<file path="config.mk">
export PLATFORM = sky130hd
export DESIGN_NAME = instr_fetch_flat
export DESIGN_NICKNAME = d
export VERILOG_FILES = /design/src/rtl/instr_fetch_if.sv /design/src/rtl/instr_fetch.sv /design/src/flat_wrapper.sv
export SDC_FILE = /design/constraint.sdc
export NUM_CORES = 1
export LEC_CHECK = 0
export ABC_AREA = 1
export BUFFER_PORTS_ARGS = -buffer_cell sky130_fd_sc_hd__buf_2
export CORE_UTILIZATION = 48
export DETAILED_ROUTE_END_ITERATION = 7
export MAX_ROUTING_LAYER = met4
export PLACE_DENSITY_LB_ADDON = 0.1
export RECOVER_POWER = 50
export SYNTH_ARGS = -nofsm -noshare
export SYNTH_HDL_FRONTEND = slang
export SYNTH_SLANG_ARGS = --single-unit
</file>
<file path="constraint.sdc">
create_clock -name clk -period 1.7 [get_ports clk]
set_input_delay 0.085 -clock clk [delete_from_list [all_inputs] [get_ports clk]]
set_output_delay 0.085 -clock clk [all_outputs]
set_load 0.02 [all_outputs]
</file>
<file path="src/rtl/instr_fetch_if.sv">
// Fetch-stage bus bundle: PC input, program-memory read port and the
// valid/ready instruction path toward the decoder.
interface instr_fetch_if #(
    parameter int W  = 8,
    parameter int IW = 16
);
    logic [W-1:0]  PC_count;
    logic          skok_pc;
    logic          ID_rst;
    logic          pc_ink;
    logic          mem_rd;
    logic [W-1:0]  mem_addr;
    logic [IW-1:0] mem_data;
    logic [IW-1:0] IF_instr;
    logic [W-1:0]  IF_pc;
    logic          IF_valid;
    logic          ID_ready;

    modport master (
        input  PC_count, skok_pc, ID_rst, mem_data, ID_ready,
        output pc_ink, mem_rd, mem_addr, IF_instr, IF_pc, IF_valid
    );

    modport slave (
        output PC_count, skok_pc, ID_rst, mem_data, ID_ready,
        input  pc_ink, mem_rd, mem_addr, IF_instr, IF_pc, IF_valid
    );
endinterface

</file>
<file path="src/rtl/instr_fetch.sv">
// Instruction fetch stage: issues one program-memory read per accepted PC,
// tags returned words with their address and queues them for the decoder.
module instr_fetch #(
    parameter int W     = 8,
    parameter int IW    = 16,
    parameter int DEPTH = 2
) (
    input  logic               clk,
    input  logic               rst,
    instr_fetch_if.master      bus
);
    localparam int PW = (DEPTH > 1) ? $clog2(DEPTH) : 1;
    localparam int CW = $clog2(DEPTH + 1);
    localparam int OW = CW + 1;

    typedef enum logic [1:0] {IDLE, RUN, FLUSH} state_t;

    state_t         r_state;
    state_t         w_nextState;
    logic           w_flush;
    logic           w_pop;
    logic           w_push;
    logic           w_issue;
    logic           w_room;
    logic           r_inflight;
    logic [W-1:0]   r_issueAddr;
    logic [W-1:0]   r_fifoPc    [DEPTH];
    logic [IW-1:0]  r_fifoInstr [DEPTH];
    logic [PW-1:0]  r_head;
    logic [PW-1:0]  r_tail;
    logic [CW-1:0]  r_count;
    logic [OW-1:0]  w_used;
    logic [OW-1:0]  w_limit;

    function automatic logic [PW-1:0] nextPtr(input logic [PW-1:0] p);
        return (p == PW'(DEPTH - 1)) ? '0 : p + 1'b1;
    endfunction

    assign w_flush  = bus.skok_pc | bus.ID_rst;
    assign w_pop    = bus.IF_valid & bus.ID_ready;
    // A word returning during a flush cycle belongs to the abandoned path.
    assign w_push   = r_inflight & ~w_flush;

    // Entries popped this cycle free their slot for a read issued now.
    assign w_used   = OW'(r_count) + OW'(r_inflight);
    assign w_limit  = OW'(DEPTH) + OW'(w_pop);
    assign w_room   = (w_used < w_limit);

    always_comb begin
        w_nextState = r_state;
        w_issue     = 1'b0;
        if (w_flush) begin
            w_nextState = FLUSH;
        end else begin
            unique case (r_state)
                IDLE:  w_nextState = RUN;
                RUN: begin
                    w_nextState = RUN;
                    w_issue     = w_room & ~rst;
                end
                FLUSH: w_nextState = RUN;
                default: w_nextState = IDLE;
            endcase
        end
    end

    always_ff @(posedge clk) begin
        if (rst) begin
            r_state <= IDLE;
        end else begin
            r_state <= w_nextState;
        end
    end

    always_ff @(posedge clk) begin
        if (rst) begin
            r_inflight  <= 1'b0;
            r_issueAddr <= '0;
        end else begin
            r_inflight <= w_issue;
            if (w_issue) begin
                r_issueAddr <= bus.PC_count;
            end
        end
    end

    always_ff @(posedge clk) begin
        if (rst) begin
            r_head  <= '0;
            r_tail  <= '0;
            r_count <= '0;
            for (int i = 0; i < DEPTH; i++) begin
                r_fifoPc[i]    <= '0;
                r_fifoInstr[i] <= '0;
            end
        end else if (w_flush) begin
            r_head  <= '0;
            r_tail  <= '0;
            r_count <= '0;
        end else begin
            if (w_push) begin
                r_fifoPc[r_tail]    <= r_issueAddr;
                r_fifoInstr[r_tail] <= bus.mem_data;
                r_tail              <= nextPtr(r_tail);
            end
            if (w_pop) begin
                r_head <= nextPtr(r_head);
            end
            if (w_push && !w_pop) begin
                r_count <= r_count + 1'b1;
            end else if (!w_push && w_pop) begin
                r_count <= r_count - 1'b1;
            end
        end
    end

    always_ff @(posedge clk) begin
        if (!rst) begin
            assert (!(w_push && !w_pop && !w_flush && (r_count == CW'(DEPTH))));
        end
    end

    assign bus.mem_rd   = w_issue;
    assign bus.pc_ink   = w_issue;
    assign bus.mem_addr = bus.PC_count;
    assign bus.IF_valid = (r_count != '0);
    assign bus.IF_instr = r_fifoInstr[r_head];
    assign bus.IF_pc    = r_fifoPc[r_head];
endmodule

</file>
<file path="src/flat_wrapper.sv">
// flat-port wrapper written by rule: the top's interface ports become plain ports
module instr_fetch_flat 
#(
    parameter int W     = 8,
    parameter int IW    = 16,
    parameter int DEPTH = 2
)
  (clk, rst, bus_PC_count, bus_skok_pc, bus_ID_rst, bus_mem_data, bus_ID_ready, bus_pc_ink, bus_mem_rd, bus_mem_addr, bus_IF_instr, bus_IF_pc, bus_IF_valid);
  instr_fetch_if #(.W(W), .IW(IW)) bus_i ();
  input  logic clk;
  input  logic rst;
  input wire logic [$bits(bus_i.PC_count)-1:0] bus_PC_count;
  input wire logic [$bits(bus_i.skok_pc)-1:0] bus_skok_pc;
  input wire logic [$bits(bus_i.ID_rst)-1:0] bus_ID_rst;
  input wire logic [$bits(bus_i.mem_data)-1:0] bus_mem_data;
  input wire logic [$bits(bus_i.ID_ready)-1:0] bus_ID_ready;
  output wire logic [$bits(bus_i.pc_ink)-1:0] bus_pc_ink;
  output wire logic [$bits(bus_i.mem_rd)-1:0] bus_mem_rd;
  output wire logic [$bits(bus_i.mem_addr)-1:0] bus_mem_addr;
  output wire logic [$bits(bus_i.IF_instr)-1:0] bus_IF_instr;
  output wire logic [$bits(bus_i.IF_pc)-1:0] bus_IF_pc;
  output wire logic [$bits(bus_i.IF_valid)-1:0] bus_IF_valid;
  assign bus_i.PC_count = bus_PC_count;
  assign bus_i.skok_pc = bus_skok_pc;
  assign bus_i.ID_rst = bus_ID_rst;
  assign bus_i.mem_data = bus_mem_data;
  assign bus_i.ID_ready = bus_ID_ready;
  assign bus_pc_ink = bus_i.pc_ink;
  assign bus_mem_rd = bus_i.mem_rd;
  assign bus_mem_addr = bus_i.mem_addr;
  assign bus_IF_instr = bus_i.IF_instr;
  assign bus_IF_pc = bus_i.IF_pc;
  assign bus_IF_valid = bus_i.IF_valid;
  instr_fetch #(.W(W), .IW(IW), .DEPTH(DEPTH)) u_core (.clk(clk), .rst(rst), .bus(bus_i));
endmodule
</file>
==> results.toml, run 1 <==
[cells_and_area]
final_cell_mix = "59 x nor2_1, 52 x buf_2, 48 x edfxtp_1"
drive_above_1_share = 0.352
nets = 365
antenna_cells = 0
finalNonFillerCells = 410
layout_commonest_cell = "nor2_1"
multi_input_area_um2 = 840
area_growth_syn_to_layout_pct = 19.4
fill_cells = 481
seq_area_um2 = 1760

[timing]
tns_ns = 0
rsz0062_at_grt = "false"
hold_violations = 0
drv_slew = 0
relSlewSlack = 0.677
skew_ns = 0.00328
tightest_slew_ns = 0.485
finalCritPeriodShare = 0.963
min_period_ns = 1.64
finalSetupViolations = 0
max_freq_mhz = 611
setup_ws_ns = 0.0621

[yosys]
ys_types = 24
synth-seq-cells = 64
syn_area_per_cell_um2 = 10.9
synth_area_um2 = 2890
ys_seq_area_frac = 0.611
syn_nets = 297
syn_inst = 265
ys_warn_count = 0

[die]
coreArea_um2 = 5640
fp.dieH_um = 79.5
initial_core_util = 0.511
dieWidth_um = 79.5
die_area_um2 = 6330
row_count = 27
io_pins = 64

[worst_setup_path]
critical_path_class = "reg -> out"
startpoint_type = "flip-flop"
arrival_ns = 1.55
required_ns = 1.62
worstPathMaxFanout = 2
crit_path_end_kind = "output port"

[route]
ant_nets = 0
dr.pass1.iters = 4
drcViolationCount = 0
drt_iter0_drc = 89
via_per_inst = 4.59
routedWlPerCell_um = 11.8
routed_wl_mm = 4.86
via_count = 1881

[clock_tree]
cts-root-buf = "clkbuf_8"
worstSkewPairLatency_ns = 0.33
numCtsBuffers = 9
clk_pin_slew_ns = 0.06
cts_tree = "yes"
clock-sinks = 64
clk_path_buf_depth = 2
h-tree-depth = 3

[status]
status = "complete, no violations"

[global_routing]
gr-usage-all-layers = 0.170
first_global_vias = 1714
antenna_found_initial = 0
grt_max_degree = 25
grt-ovfl-total = 0
grt_pass1_wl_mm = 7.69

[place]
placed_cells_incl_taps = 386
dp_slack_ns = 0.121
hpwl_mm = 2.96
io_buffers = 63
place_congestion = 0.749

[power_and_ir_drop]
power.density_nw_per_um2 = 865
vdd_drop_max_v = 0.000472
p_total_uw = 2980
static-leakage-power_uw = 0.00153

[flow_run]
maxCapViolCount = 0

[worst_hold_path]
hp-class = "in -> reg"
==> per-stage QoR <==
step,utilization,hold WS (ns),area (µm²)
floorplan,-,0.157,2890
global placement,0.570,0.272,3220
detailed placement,0.570,0.270,3220
CTS,0.610,0.00737,3440
global route,0.611,0.0228,3450
finish,0.611,0.0211,3450
==> sequential cells by signal, summed over array words and instances, names as in the netlist, named ones only <==
register and count:
u_core.r_fifoPc 16, u_core.r_tail 1, u_core.r_issueAddr 8, u_core.r_head 1, u_core.r_inflight 1, u_core.r_state 2, u_core.r_fifoInstr 32, u_core.r_count 2
==> path summary, 6_finish.rpt <==
path,cells after the start,endpoint,start,slack (ns)
worst min register to register,1,u_core.r_state[0],u_core.r_state[1],0.42
worst max-delay path,8,bus_mem_rd,u_core.r_inflight,0.06
worst max register to register,10,u_core.r_issueAddr[0],u_core.r_inflight,0.08
worst min-delay path,3,u_core.r_state[1],bus_skok_pc,0.02
==> critical path: stages (launching register included) <==
cell and delay [ns]:
dfxtp_2 0.34, ha_4 0.15, ha_2 0.16, inv_1 0.05, nand3b_1 0.16, nor2_8 0.14, nand2_4 0.06, inv_4 0.06
buf_6 0.11
==> cells in the mapped netlist <==
| master | count | area share |
|---|---|---|
| nor2_8 | 1 | 0.0069 |
| ha_1 | 3 | 0.013 |
| nor3_1 | 1 | 0.0017 |
| inv_2 | 1 | 0.0013 |
| buf_6 | 3 | 0.012 |
| buf_4 | 9 | 0.023 |
| nand3b_1 | 1 | 0.0026 |
| mux2_2 | 24 | 0.094 |
| edfxtp_1 | 48 | 0.50 |
| nor2_4 | 1 | 0.0039 |
| dfxtp_1 | 16 | 0.11 |
| a21oi_1 | 12 | 0.021 |
| inv_1 | 42 | 0.055 |
| o21a_1 | 1 | 0.0026 |
| or2_2 | 1 | 0.0022 |
| nand3_1 | 11 | 0.019 |
| clkbuf_1 | 1 | 0.0013 |
| nand2_4 | 1 | 0.0039 |
| buf_12 | 1 | 0.0069 |
| nor2_1 | 59 | 0.077 |
| buf_2 | 5 | 0.0087 |
| nand2_1 | 19 | 0.025 |
| a21oi_2 | 1 | 0.0030 |
| nand2_2 | 3 | 0.0065 |
==> kinds of logic (layout without fill, tap and decap cells) <==
| group | count (synthesis) | count (layout) | synth area share |
|---|---|---|---|
| flops | 64 | 64 | 0.611 |
| mux | 24 | 24 | 0.0937 |
| compound gates | 14 | 14 | 0.0265 |
| fa+ha+maj | 3 | 3 | 0.0130 |
| simple gates | 98 | 98 | 0.148 |
| buf+inv | 62 | 135 | 0.108 |
==> layer usage <==
metal,global-route usage,vias to the layer above,part of all wire
met5,-,-,0
met4,0.104,0,0.019
met3,0.0320,9,0.049
met2,0.268,58,0.48
met1,0.203,834,0.45
li1,-,980,-
==> power breakdown <==
group | leakage (µW) | switching [µW] | total, µW | internal (µW)
Sequential | 0.000627 | 10.9 | 1730 | 1720
Clock | 0.0000822 | 551 | 1060 | 512
Combinational | 0.000817 | 120 | 191 | 71.6
Total | 0.00153 | 681 | 2980 | 2300
==> final cells by class <==
type | instances | share of cell area
clock buffers | 9 | 0.0359
clock inverters | 7 | 0.0113
inverters | 43 | 0.0476
multi-input cells | 139 | 0.244
flip-flops and latches | 64 | 0.512
well taps | 72 | 0.0261
repair buffers | 76 | 0.123
==> timing repair <==
item / 4_1_cts / 5_1_grt
hold buffers: 1 / 0
pin swaps: 1 / 4
endpoints found under the hold margin: 1 / 0
buffers inserted: 3 / 4
setup endpoints to repair: 2 / 2
resized for setup: 11 / 3
No activity file was read; power rests on OpenSTA's default activity.
==> run 2, diff against run 1 <==
Settings changed: CORE_MARGIN from default to 5, PLACE_DENSITY from default to 0.75, PLACE_DENSITY_LB_ADDON 0.1 to default.
==> results.toml, run 2 (synthesis results as in run 1) <==
[cells_and_area]
final_cell_mix = "59 x nor2_1, 51 x buf_2, 48 x edfxtp_1"
max_flop_register = "u_core.r_fifoInstr"
stdcell_area_um2 = 3450
nets = 364
finalNonFillerCells = 412
drive_above_1_share = 0.335
area_growth_syn_to_layout_pct = 19.6
layout_commonest_cell = "nor2_1"
antenna_cells = 0
post-route-util = 0.587
top_regs = "u_core.r_fifoInstr: 32 flops, u_core.r_fifoPc: 16 flops, u_core.r_issueAddr: 8 flops"
largest_reg_flops = 32

[global_routing]
grt_pass1_wl_mm = 8.97
first_global_vias = 2035
gr-usage-all-layers = 0.161
grt_max_degree = 25
antenna_found_initial = 0
grt-ovfl-total = 0

[clock_tree]
numCtsBuffers = 9
cts-root-buf = "clkbuf_8"
clk_pin_slew_ns = 0.06
h-tree-depth = 3
cts_tree = "yes"
clock-sinks = 64
worstSkewPairLatency_ns = 0.34
clk_path_buf_depth = 2

[worst_setup_path]
rr_worst_depth = 6
cp_cell_sequence = "ha_4, ha_4, inv_2, nand3b_1, nor2_8, nand2_2, inv_2, buf_6"
required_ns = 1.62
cp_top_family = "simple AND/OR/NAND/NOR gates"
r2r-start = "u_core.r_inflight"
timing.rr.end = "u_core.r_fifoInstr[0][11]"
crit_path_end_kind = "output port"
max_stage_delay_ns = 0.34
arrival_ns = 1.56
startpoint_type = "flip-flop"
slowest_stage = "dfxtp_2"
worstPathMaxFanout = 2
path_buf_inv = 3
ff2ff_setup_slack_ns = 0.15
critical_path_class = "reg -> out"

[power_and_ir_drop]
power.density_nw_per_um2 = 873
vdd_drop_max_v = 0.000554
static-leakage-power_uw = 0.00152
p_total_uw = 3010

[worst_hold_path]
worstHoldStart = "bus_mem_data[15]"
hp-class = "in -> reg"
hold_depth = 3
holdPathEnd = "u_core.r_fifoInstr[1][15]"

[route]
drt_iter0_drc = 87
via_count = 1938
via_per_inst = 4.70
ant_nets = 0
routedWlPerCell_um = 12.9
drcViolationCount = 0
routed_wl_mm = 5.30
dr.pass1.iters = 4

[timing]
rsz0062_at_grt = "true"
hold_violations = 0
drv_slew = 0
tns_ns = 0
max_freq_mhz = 607
finalCritPeriodShare = 0.969
relSlewSlack = 0.635
finalSetupViolations = 0
min_period_ns = 1.65
tightest_slew_ns = 0.547
skew_ns = 0.00806

[die]
io_pins = 64
coreArea_um2 = 5890
initial_core_util = 0.490
fp.dieH_um = 87.5
dieWidth_um = 87.5
die_area_um2 = 7660
row_count = 28

[place]
io_buffers = 63
hpwl_mm = 3.29
placed_cells_incl_taps = 389
place_area_um2 = 3220
place_congestion = 0.742

[status]
status = "complete, no violations"

[flow_run]
maxCapViolCount = 0
==> run 2: cell types whose count changed in the layout (fill, tap and decap cells not counted), moves of 2 or more <==
cell / previous run / this run
clkbuf_1: 10 / 16
buf_4: 7 / 4
clkinv_2: 4 / 1
clkbuf_2: 0 / 2
clkbuf_4: 3 / 1
clkinvlp_4: 2 / 0
inv_2: 1 / 3
==> run 2: worst reg2reg max path, delay by kind of cell, from the launching register on <==
family,cells,cell delay [ns]
DFF,1,0.35
and+or+nand+nor,4,0.34
buffers and inverters,2,0.52
==> run 2: worst max-delay path by stage <==
stage                       from  cells past startpoint                  endpoint
3_3_place_gp   u_core.r_count[0]                      8                bus_mem_rd
6_report       u_core.r_count[0]                      8                bus_mem_rd
2_1_floorplan  u_core.r_inflight                      5  u_core.r_fifoInstr[0][0]
5_1_grt        u_core.r_count[0]                      8                bus_mem_rd
4_1_cts        u_core.r_inflight                      8                bus_mem_rd
3_5_place_dp   u_core.r_count[0]                      8                bus_mem_rd
==> run 2: what timing repair did <==
action | in CTS | in global routing
cloned | 0 | 0
hold buffers | 2 | 0
endpoints found under the setup margin | 2 | 2
buffers inserted | 3 | 2
resized for setup | 13 | 1
hold endpoints to repair | 1 | 0
pin swaps | 2 | 4
==> run 2: through the flow <==
stage / hold WS (ns) / setup slack, ns
2_1_floorplan: 0.157 / 0.0119
3_3_place_gp: 0.270 / 0.152
3_5_place_dp: 0.276 / 0.128
4_1_cts: 0.0391 / 0.00185
5_1_grt: 0.0571 / -0.0436
6_report: 0.0600 / 0.0519
==> run 2: area by class of cell <==
type,count,area [µm²]
Clock inverter,1,5.00
Fill cell,507,2430
Sequential cell,64,1760
Clock buffer,15,156
Timing Repair Buffer,75,427
Tap cell,75,93.8
Inverter,43,161
Multi-Input combinational cell,139,845
==> run 2: metal layers <==
| layer | GRT usage | share of wire |
|---|---|---|
| met3 | 0.0329 | 0.068 |
| met1 | 0.170 | 0.40 |
| met4 | 0.0879 | 0.025 |
| met2 | 0.280 | 0.50 |
| met5 | - | 0 |
==> run 2: power breakdown <==
group	leakage, µW	internal [µW]	switching, µW
logic	0.000813	76.2	122
registers	0.000627	1720	11.6
clock network	0.0000817	570	519
